**src/rtl/des_pkg.sv**
```systemverilog
// Shared DES key-schedule constants: PC-1, PC-2, the per-round rotate
// schedule, fixed widths, the key-schedule FSM encoding and a rotate helper.
// Bit numbering follows the DES standard: bit 1 is the MSB.
package des_pkg;

    localparam int KEY_W  = 64;
    localparam int CD_W   = 28;
    localparam int RK_W   = 48;
    localparam int ROUNDS = 16;

    // PC-1: entries 0..27 build C, entries 28..55 build D (key bit numbers).
    localparam int PC1_TBL [0:55] = '{
        57, 49, 41, 33, 25, 17,  9,  1, 58, 50, 42, 34, 26, 18,
        10,  2, 59, 51, 43, 35, 27, 19, 11,  3, 60, 52, 44, 36,
        63, 55, 47, 39, 31, 23, 15,  7, 62, 54, 46, 38, 30, 22,
        14,  6, 61, 53, 45, 37, 29, 21, 13,  5, 28, 20, 12,  4
    };

    // PC-2: selects 48 of the 56 {C,D} bits (numbers refer to {C,D}).
    localparam int PC2_TBL [0:47] = '{
        14, 17, 11, 24,  1,  5,  3, 28, 15,  6, 21, 10,
        23, 19, 12,  4, 26,  8, 16,  7, 27, 20, 13,  2,
        41, 52, 31, 37, 47, 55, 30, 40, 51, 45, 33, 48,
        44, 49, 39, 56, 34, 53, 46, 42, 50, 36, 29, 32
    };

    // Left-rotate amount for rounds 1..16 (index 0 is round 1).
    localparam int SHIFT_TBL [0:15] = '{
        1, 1, 2, 2, 2, 2, 2, 2, 1, 2, 2, 2, 2, 2, 2, 1
    };

    typedef enum logic [1:0] {
        ST_IDLE  = 2'd0,
        ST_ROUND = 2'd1,
        ST_DONE  = 2'd2
    } ks_state_t;

    // Rotate a 28-bit half left by one or two places (bit 1 is the MSB).
    function automatic logic [1:CD_W] rot_left(input logic [1:CD_W] v,
                                               input logic        by_two);
        return by_two ? {v[3:CD_W], v[1:2]} : {v[2:CD_W], v[1]};
    endfunction

endpackage

```
**src/rtl/des_pc2_permutation.sv**
```systemverilog
// Combinational PC-2 permutation: 56-bit {C,D} in, 48-bit round key out.
// Pure wiring; the eight {C,D} bits PC-2 drops are folded into an unused net.
module des_pc2_permutation
    import des_pkg::*;
(
    input  logic [1:2*CD_W] cd,
    output logic [1:RK_W]   round_key
);

    for (genvar i = 0; i < RK_W; i++) begin : g_bit
        assign round_key[i+1] = cd[PC2_TBL[i]];
    end

    // Bits 9, 18, 22, 25, 35, 38, 43 and 54 never reach a round key.
    logic unused_dropped;
    assign unused_dropped = ^{cd[9], cd[18], cd[22], cd[25],
                              cd[35], cd[38], cd[43], cd[54]};

endmodule

```
**src/rtl/des_key_schedule.sv**
```systemverilog
// Iterative DES key schedule: PC-1 at load, then one rotate + PC-2 per cycle,
// filling the 16 round-key slots of round_keys over 16 cycles.
// Optional feature macro: DES_KEYSCHED_DECRYPT_EN adds a `decrypt` input that
// reverses slot order (round n lands in slot 17-n) for decryption.
module des_key_schedule
    import des_pkg::*;
(
    input  logic                 clk,
    input  logic                 rst_n,
    input  logic                 start,
    input  logic [1:KEY_W]       key,
`ifdef DES_KEYSCHED_DECRYPT_EN
    input  logic                 decrypt,
`endif
    output logic                 busy,
    output logic                 done,
    output logic [1:RK_W*ROUNDS] round_keys
);

    ks_state_t                 state;
    logic [3:0]                counter;
    logic [1:CD_W]             c_q;
    logic [1:CD_W]             d_q;
    logic [0:ROUNDS-1][1:RK_W] rk_slots;

    logic [1:2*CD_W]           key_pc1;
    logic                      two_step;
    logic [1:CD_W]             c_rot;
    logic [1:CD_W]             d_rot;
    logic [1:RK_W]             round_key;
    logic [3:0]                slot;

    // PC-1 applied straight to the input key; only used on the start edge.
    for (genvar i = 0; i < 2*CD_W; i++) begin : g_pc1
        assign key_pc1[i+1] = key[PC1_TBL[i]];
    end

    // Parity bits 8,16,...,64 are not part of the key material.
    logic unused_parity;
    assign unused_parity = ^{key[8], key[16], key[24], key[32],
                             key[40], key[48], key[56], key[64]};

    // Rotate for round counter+1; PC-2 sees the rotated value in the same cycle.
    assign two_step = (SHIFT_TBL[counter] == 2);
    assign c_rot    = rot_left(c_q, two_step);
    assign d_rot    = rot_left(d_q, two_step);

    des_pc2_permutation u_pc2 (
        .cd        ({c_rot, d_rot}),
        .round_key (round_key)
    );

`ifdef DES_KEYSCHED_DECRYPT_EN
    logic decrypt_q;
    assign slot = decrypt_q ? (4'd15 - counter) : counter;
`else
    assign slot = counter;
`endif

    // Key-schedule FSM: load on start, 16 round cycles, one-cycle DONE.
    always_ff @(posedge clk) begin
        // NOTE: every register here uses <= so all of them update from the
        // pre-edge values; a blocking = would let later lines see new values.
        if (!rst_n) begin
            state    <= ST_IDLE;
            counter  <= '0;
            c_q      <= '0;
            d_q      <= '0;
            // NOTE: the round-key store is reset because a mid-run abort must
            // leave round_keys at zero; it is small enough to be plain flops.
            rk_slots <= '0;
`ifdef DES_KEYSCHED_DECRYPT_EN
            decrypt_q <= 1'b0;
`endif
        end else begin
            case (state)
                ST_IDLE: begin
                    if (start) begin
                        c_q      <= key_pc1[1:CD_W];
                        d_q      <= key_pc1[CD_W+1:2*CD_W];
                        counter  <= '0;
                        rk_slots <= '0;
`ifdef DES_KEYSCHED_DECRYPT_EN
                        decrypt_q <= decrypt;
`endif
                        state    <= ST_ROUND;
                    end
                end
                ST_ROUND: begin
                    c_q            <= c_rot;
                    d_q            <= d_rot;
                    rk_slots[slot] <= round_key;
                    counter        <= counter + 4'd1;
                    if (counter == 4'd15) begin
                        state <= ST_DONE;
                    end
                end
                ST_DONE: begin
                    state <= ST_IDLE;
                end
                default: begin
                    state <= ST_IDLE;
                end
            endcase
        end
    end

    // Status is decoded from the state register only.
    assign busy       = (state != ST_IDLE);
    assign done       = (state == ST_DONE);
    assign round_keys = rk_slots;

endmodule

```
**config.mk**
```make
export PLATFORM = sky130hd
export DESIGN_NAME = des_key_schedule
export DESIGN_NICKNAME = d
export VERILOG_FILES = /design/src/rtl/des_pkg.sv /design/src/rtl/des_pc2_permutation.sv /design/src/rtl/des_key_schedule.sv
export SDC_FILE = /design/constraint.sdc
export NUM_CORES = 1
export LEC_CHECK = 0
export ABC_AREA = 1
export BUFFER_PORTS_ARGS = -buffer_cell sky130_fd_sc_hd__clkbuf_2
export CORE_AREA = 2 2 330 332
export DETAILED_ROUTE_END_ITERATION = 16
export DIE_AREA = 0 0 332 334
export GPL_TIMING_DRIVEN = 0
export PLACE_DENSITY = 0.62
export RECOVER_POWER = 50
export SLEW_MARGIN = 20
export SYNTH_ARGS = -nofsm -noshare
export SYNTH_HDL_FRONTEND = slang
export SYNTH_SLANG_ARGS = --single-unit
```
**constraint.sdc**
```tcl
create_clock -name clk -period 4.25 [get_ports clk]
set_input_delay 0.425 -clock clk [delete_from_list [all_inputs] [get_ports clk]]
set_output_delay 0.425 -clock clk [all_outputs]
set_load 0.02 [all_outputs]
```
=== Word-level counts from Yosys, hierarchy flattened ===
Memory sizes are Yosys's and may differ from the RTL's.
Cells that the tools add are included.

* Bits in read-only memories: 512
* Input port bits: 67
* Memories kept: 1
* Logic and storage cells: 55
* Output and inout bits: 770
* Flip-flop bits (word level): 830

* Equal/unequal tests: 6
* Magnitude comparators: 2
* $add $sub $neg: 1
* Reductions and logical operators: 6
* Bitwise operators: 1
* Mux-type cells: 18

{| class="wikitable"
|+ Memories
! name !! depth !! width !! read ports !! clocked after Yosys merged registers in !! write ports !! RTL line !! RTL
|-
| (name not given) || 16 || 32 || 1 || 0 || 0 || des_key_schedule.sv:44 || <nowiki>assign two_step = (SHIFT_TBL[counter] == 2);</nowiki>
|}

{| class="wikitable"
|+ Operators with widths
! kind !! number
|-
| $pmux 768 s2 || 1
|-
| $bwmux 768 || 1
|-
| $mux 768 || 1
|-
| $demux 48 s4 || 1
|-
| $mux 28 || 4
|-
| $pmux 28 s2 || 2
|-
| $mux 32 || 2
|-
| $mux 48 || 1
|-
| $eq 32x3->1 const B || 1
|-
| $pmux 4 s2 || 1
|-
| $ge 5x5->1 const B || 1
|-
| $lt 5x1->1 const B || 1
|-
| $not 4->5 || 1
|-
| $add 4x1->4 const B || 1
|-
| $eq 4x4->1 const B || 1
|-
| $mux 2 || 2
|-
| $mux 4 || 1
|-
| $ne 2x2->1 const B || 2
|-
| $pmux 2 s2 || 1
|-
| $reduce_and 2->1 || 2
|-
| $reduce_bool 2->1 || 2
|-
| $eq 2x1->1 const B || 1
|-
| $eq 2x2->1 const B || 1
|-
| $logic_not 2->1 || 1
|-
| $logic_and 1x1->1 || 1
|}

=== Depth between registers and ports, before layout ===
* Depth in word-level cells: 8
* Gate-level depth with buffers: 12
* Depth with buffers taken out: 9

=== Cells and area by module ===
Synthesis repeated with hierarchy kept, for this count alone.

* Cell total of the unflattened synthesis: 4182
* Area total of the unflattened synthesis: 31475.2 µm²

{| class="wikitable"
|+ By module, submodules not included
! module !! cells each !! area each (µm²) !! seq. area each (µm²) !! times used
|-
| des_key_schedule || 4134 || 31114.8 || 16615.9 || 1
|-
| des_pc2_permutation || 48 || 360.3 || 0.0 || 1
|}

=== Least setup slack after synthesis ===
No wires, ideal clock.

* Kind: register -> register
* Start: register counter[0]
* End: register rk_slots, in the netlist round_keys[2]
* Slack: 2.315 ns
* Buffers on the path: 3
* Data required time: 4.118 ns
* Clock period less this slack: 1.935 ns
* Cell stages (with the launch flop): 12
* Library setup time: 0.132 ns
* Arrival: 1.803 ns
* Cell sequence: dfxtp_1 > inv_1 > ha_1 > nand2_1 > nand3_1 > nand2_1 > buf_2 > buf_4 > nand3_2 > buf_2 > nand4_1 > a21oi_1

* Longest elaborated chain between the ends: 8
* Elaborated cells on any way between the ends: 13
* Classes of those cells: order compare (2); eq/ne (1); mux (7); bitwise (1); reduce/logical (1); memory (1)

{| class="wikitable"
|+ RTL lines
! item !! RTL line !! RTL
|-
| start, declared || des_key_schedule.sv:21 || <nowiki>logic [3:0] counter;</nowiki>
|-
| start signal, assigned || des_key_schedule.sv:93 || <nowiki>counter <= counter + 4'd1;</nowiki>
|-
| $not 4->5 (implied by the code) * || des_key_schedule.sv:44, des_key_schedule.sv:92 ||
|-
| $mem_v2 16x32 || n/a ||
|-
| $mux 32 (implied by the code) (2 in series) || des_key_schedule.sv:44 ||
|-
| $eq 32x3->1 || des_key_schedule.sv:44 ||
|-
| $mux 28 || des_pkg.sv:41 || <nowiki>return by_two ? {v[3:CD_W], v[1:2]} : {v[2:CD_W], v[1]};</nowiki>
|-
| $bwmux 768 * || des_key_schedule.sv:92 || <nowiki>rk_slots[slot] <= round_key;</nowiki>
|-
| $pmux 768 s2 * || des_key_schedule.sv:76 || <nowiki>case (state)</nowiki>
|-
| end signal, assigned by index || des_key_schedule.sv:92 ||
|-
| end, declared || des_key_schedule.sv:24 || <nowiki>logic [0:ROUNDS-1][1:RK_W] rk_slots;</nowiki>
|}

Mark *: on every way between the ends. The rest lies on a longest branch, timed or not. The select of a mux whose other input is x is not followed.
A chain may end at the register's enable or synchronous reset.

=== Final worst setup path ===
* Start: register state[0]
* End: register d_q[23] (netlist name)

* Longest elaborated chain between the ends: 3
* Elaborated cells on any way between the ends: 6
* Classes of those cells: eq/ne (2); mux (1); reduce/logical (3)

{| class="wikitable"
|+ RTL lines
! item !! RTL line !! RTL
|-
| start, declared || des_key_schedule.sv:20 || <nowiki>ks_state_t state;</nowiki>
|-
| start signal, assigned || des_key_schedule.sv:65 || <nowiki>state <= ST_IDLE;</nowiki>
|-
| start signal, assigned || des_key_schedule.sv:86 || <nowiki>state <= ST_ROUND;</nowiki>
|-
| start signal, assigned || des_key_schedule.sv:95 || <nowiki>state <= ST_DONE;</nowiki>
|-
| $eq 2x1->1 / $logic_not 2->1 (equally long branches) || des_key_schedule.sv:76 ||
|-
| $reduce_bool 2->1 (no line) / $ne 2x2->1 (equally long branches) || n/a ||
|-
| $reduce_and 2->1 (no line) || n/a ||
|-
| end signal, assigned || des_key_schedule.sv:80 || <nowiki>d_q <= key_pc1[CD_W+1:2*CD_W];</nowiki>
|-
| end signal, assigned || des_key_schedule.sv:91 || <nowiki>d_q <= d_rot;</nowiki>
|-
| end, declared || des_key_schedule.sv:23 || <nowiki>logic [1:CD_W] d_q;</nowiki>
|}

Several ways; a longest one is shown, not always the timed one.

==> metrics list <==
- The run finished with clean final reports.
- Final Cycle Share: 87.9%
- Worst slack on hold paths: 41.5 ps
* Hold Vio Cnt, Final: 0
* Kind of critical path: reg2reg
- Timing would allow up to 0.268 GHz.
- The floorplan step defined a die boundary enclosing 111000 µm².
- Sequential cell area fraction in the yosys report: 50.2%
- In this run the clock root is driven by a sky130_fd_sc_hd__clkbuf_16.
- Clock share of power: 45.5%
- Worst-skew pair later-pin latency: 710 ps
* # placed instances: 6346
- Number of buffers created by CTS: 92
- For the worst setup path, the data arrival time is 4360 ps.
* Detailed Place HPWL: 145000 µm
* Synthesis-to-layout area growth: 24.8%
- Synth Register Bits: 830
- The completed layout was analyzed and its total power is 18.6 mW.
* Num ports: 837
* Top cell type's share of synthesized area: 50.2%
- Register share of total power: 42.4%
- In the post-synthesis netlist, the cell with the most instances is sky130_fd_sc_hd__a21oi_1.
* Clock edge transition at the registers on the reported setup and hold paths: 60 ps
- Max Slew Vio Count: 0
- Filler Cells Inserted: 11800
* GRT Residual Overflow: 0
- The worst hold path was traced through 3 stages.
* Launching element type of the critical path: register
- Top cell types by occurrence after synthesis: sky130_fd_sc_hd__a21oi_1 (883), sky130_fd_sc_hd__dfxtp_1 (830), sky130_fd_sc_hd__nand2_1 (813)
- The worst-case IR drop observed on VDD is 0.000296 V.
* Wire length of the first global-routing pass: 259000 µm
- Proportion of power drawn by combinational gates: 12.1%
- Die Ht: 334 µm
* Initial core utilization: 30.7%
- For this design the total switching power over the nets is 5.52 mW.
- TNS Setup: 0 ps
- Kind of end point of the critical path: register
* Hold path start: key[38]
- Switching share of total power: 29.6%
* Worst slew pin tran: 1460 ps
- Post-route DRC: 0
* Capture endpoint of the worst hold path: d_q[12]$_SDFFE_PN0P_
* Net count after synthesis: 4177
- After the last flow step, the layout net total stands at 5109.
* Fraction of layout instances using a drive strength above 1: 10.7%
* Worst Clk Skew: 26.5 ps
- In this run the remaining antenna-violating nets after routing total 0.
* Power per cell area: 451 nW/µm²
- For the worst setup path, the data required time is 4880 ps.
* Clock tree from TritonCTS: done
- Most common flop cell mapped by yosys: sky130_fd_sc_hd__dfxtp_1
* Setup violation total in the final timing report: 0
- Yosys warnings: 0
- Buffers inserted by post-CTS timing repair: 0
- Count of flip-flops with a built-in enable after synthesis: 0
- Type of the tightest min-delay check: in2reg
- Number of cells on the worst reg-to-reg path: 9
* Post-detailed-routing wire length: 191000 µm
* Average cell area after synthesis: 8.06 µm²
* Post-layout min period: 3740 ps
- The number of hold buffers added after CTS was 10.
- Area contributors post-synth: sky130_fd_sc_hd__dfxtp_1 (50%), sky130_fd_sc_hd__nand4_1 (15%), sky130_fd_sc_hd__a21oi_1 (13%), sky130_fd_sc_hd__nand2_1 (9.2%), sky130_fd_sc_hd__buf_2 (3.1%)
* Core Area: 108000 µm²
* Final instance count without filler cells: 6532
* First-pass DRT Iterations: 9
- Largest net degree at the start of global routing: 14
- Gpl congestion: 0.940
* WL per Instance: 29.2 µm
- The worst register-to-register path begins at state[0]$_SDFFE_PN0P_.
* Number of standard cells after synthesis: 4104
* Proportion of synthesized flip-flops having asynchronous set or reset: 0%
- Count of buffers from port buffering: 828
- The tool flagged a number of max-cap violations equal to 0.
* Detailed router's first-iteration violation count: 4794
- The via count of the first global-routing pass came to 33900.
* R2r setup slk: 510 ps
- Summed over all instances, the cell type with the most area after synthesis is sky130_fd_sc_hd__dfxtp_1.
- Count of cell types in the netlist: 25
- Resized Gates After CTS: 0
* Global router's overall resource usage: 32.3%
- Num rows: 121
* Bufs on Longest Clock Path: 3
* Max Fanout on Critical Path: 10
- The clock net in this run drives a total of 830 sinks.
- Internal power of the cells: 13.1 mW
- Setup repair after global routing left no endpoint under its margin.
* Lkg Pwr: 13.0 nW
- The synthesized netlist occupies a cell area of 33100 µm².
- Die span in x: 332 µm
- Routed via count divided by cell count: 5.83
- In this run the tightest slew margin relative to its limit is 2.41%.
* Worst R2R End: d_q[23]$_SDFFE_PN0P_
- The number of antenna violations at the first check in global routing is 17.
- Total number of H-tree levels: 3
- Vias after detailed routing: 38100
[critical path, cell delays in order (launching register included)]
cell	delay (ps)
sky130_fd_sc_hd__dfxtp_1	320
sky130_fd_sc_hd__inv_2	180
sky130_fd_sc_hd__nand2_1	210
sky130_fd_sc_hd__nor2_1	1120
sky130_fd_sc_hd__nor2_4	90
sky130_fd_sc_hd__inv_1	150
sky130_fd_sc_hd__clkbuf_1	540
sky130_fd_sc_hd__clkbuf_1	670
sky130_fd_sc_hd__o21ai_0	180
sky130_fd_sc_hd__a21oi_1	170
[placed cells by master, fill, tap and decap left out, types with 2 or more instances in the layout]
cell type                       netlist  layout
sky130_fd_sc_hd__inv_1               64      64
sky130_fd_sc_hd__clkbuf_8             0      23
sky130_fd_sc_hd__nor3_1               2       2
sky130_fd_sc_hd__buf_1               42      42
sky130_fd_sc_hd__dfxtp_1            830     830
sky130_fd_sc_hd__bufinv_16            0       7
sky130_fd_sc_hd__nor2_1              12      13
sky130_fd_sc_hd__buf_4               22      22
sky130_fd_sc_hd__inv_6                0       3
sky130_fd_sc_hd__nand3_1             75      75
sky130_fd_sc_hd__diode_2              0       7
sky130_fd_sc_hd__clkbuf_1           198     993
sky130_fd_sc_hd__nand4_1            768     768
sky130_fd_sc_hd__clkbuf_2             0      59
sky130_fd_sc_hd__nor2_4              13      13
sky130_fd_sc_hd__inv_16               0       2
sky130_fd_sc_hd__buf_6                8       8
sky130_fd_sc_hd__nand3_2             40      40
sky130_fd_sc_hd__clkinvlp_4           0       2
sky130_fd_sc_hd__dlygate4sd3_1        0      10
sky130_fd_sc_hd__nand2_2             39      39
sky130_fd_sc_hd__inv_2                2       2
sky130_fd_sc_hd__ha_1                 6       6
sky130_fd_sc_hd__a21oi_1            883     883
sky130_fd_sc_hd__buf_2              208     202
sky130_fd_sc_hd__clkinv_4             0       3
sky130_fd_sc_hd__o21ai_0             59      59
sky130_fd_sc_hd__nor2_2              15      15
sky130_fd_sc_hd__nand2_1            813     814
sky130_fd_sc_hd__clkinv_2             0      13
sky130_fd_sc_hd__clkbuf_16            0      93
[power groups by stage]
| stage | logic [mW] | registers [mW] | clock network, mW |
|---|---|---|---|
| 6_report | 2.25 | 7.90 | 8.47 |
| 5_1_grt | 2.29 | 7.91 | 8.80 |
| 4_1_cts | 2.15 | 7.90 | 8.50 |
| 3_5_place_dp | 2.13 | 8.07 | 0 |
| 3_3_place_gp | 2.13 | 8.07 | 0 |
| 2_1_floorplan | 1.10 | 8.08 | 0 |
[per-stage QoR]
step / utilization, % / worst slack [ps] / cell area, µm²
after detailed placement: 36.2 / 1230 / 39000
after global placement: 36.2 / 842 / 39000
after floorplan: - / 2320 / 33100
after CTS: 39.2 / 1270 / 42200
after global routing: 38.3 / 505 / 41300
final: 38.3 / 514 / 41300
[layer usage]
layer	vias up	part of all wire [%]	GRT usage, %
met5	-	0.066	0.608
met4	20	7.0	18.9
met3	607	12	11.2
met2	2618	42	47.9
met1	18300	39	40.6
li1	16500	-	-
[cell type report]
class                   count  area, µm²  share of cell area, %
well taps                1414       1770                   4.29
plain buffers             478       2190                   5.31
clock inverters            33        440                   1.07
multi-input cells        2729      14000                   33.9
inverters                  67        251                  0.609
clock buffers             136       2720                   6.59
repair buffers            838       3280                   7.95
diodes                      7       17.5                 0.0424
flip-flops and latches    830      16600                   40.3
[worst max path at each step]
stage                            startpoint                          end  slack, ps
global route          state[0]$_SDFFE_PN0P_         d_q[23]$_SDFFE_PN0P_        500
floorplan           counter[0]$_SDFFE_PN0P_   round_keys[2]$_SDFFE_PN0P_       2320
detailed placement                    rst_n  round_keys[21]$_SDFFE_PN0P_       1230
CTS                 counter[0]$_SDFFE_PN0P_         d_q[13]$_SDFFE_PN0P_       1270
global placement                      rst_n  round_keys[28]$_SDFFE_PN0P_        840
finish                state[0]$_SDFFE_PN0P_         d_q[23]$_SDFFE_PN0P_        510
[cell families (layout without fill, tap and decap cells)]
family / after synthesis / after routing / share of synthesized area, %
and+or+nand+nor: 1779 / 1779 / 27.8
AOI/OAI and AO/OA: 944 / 944 / 14.3
DFF: 830 / 830 / 50.2
buffers and inverters: 545 / 1552 / 7.40
adders and majority gates: 6 / 6 / 0.227
other: 0 / 7 / 0
[state kept, by name, indices dropped and copies added, names as in the netlist]
signal	flops
counter	4
round_keys	768
c_q	28
state	2
d_q	28
Note: power is estimated with default switching activity, not from simulation.
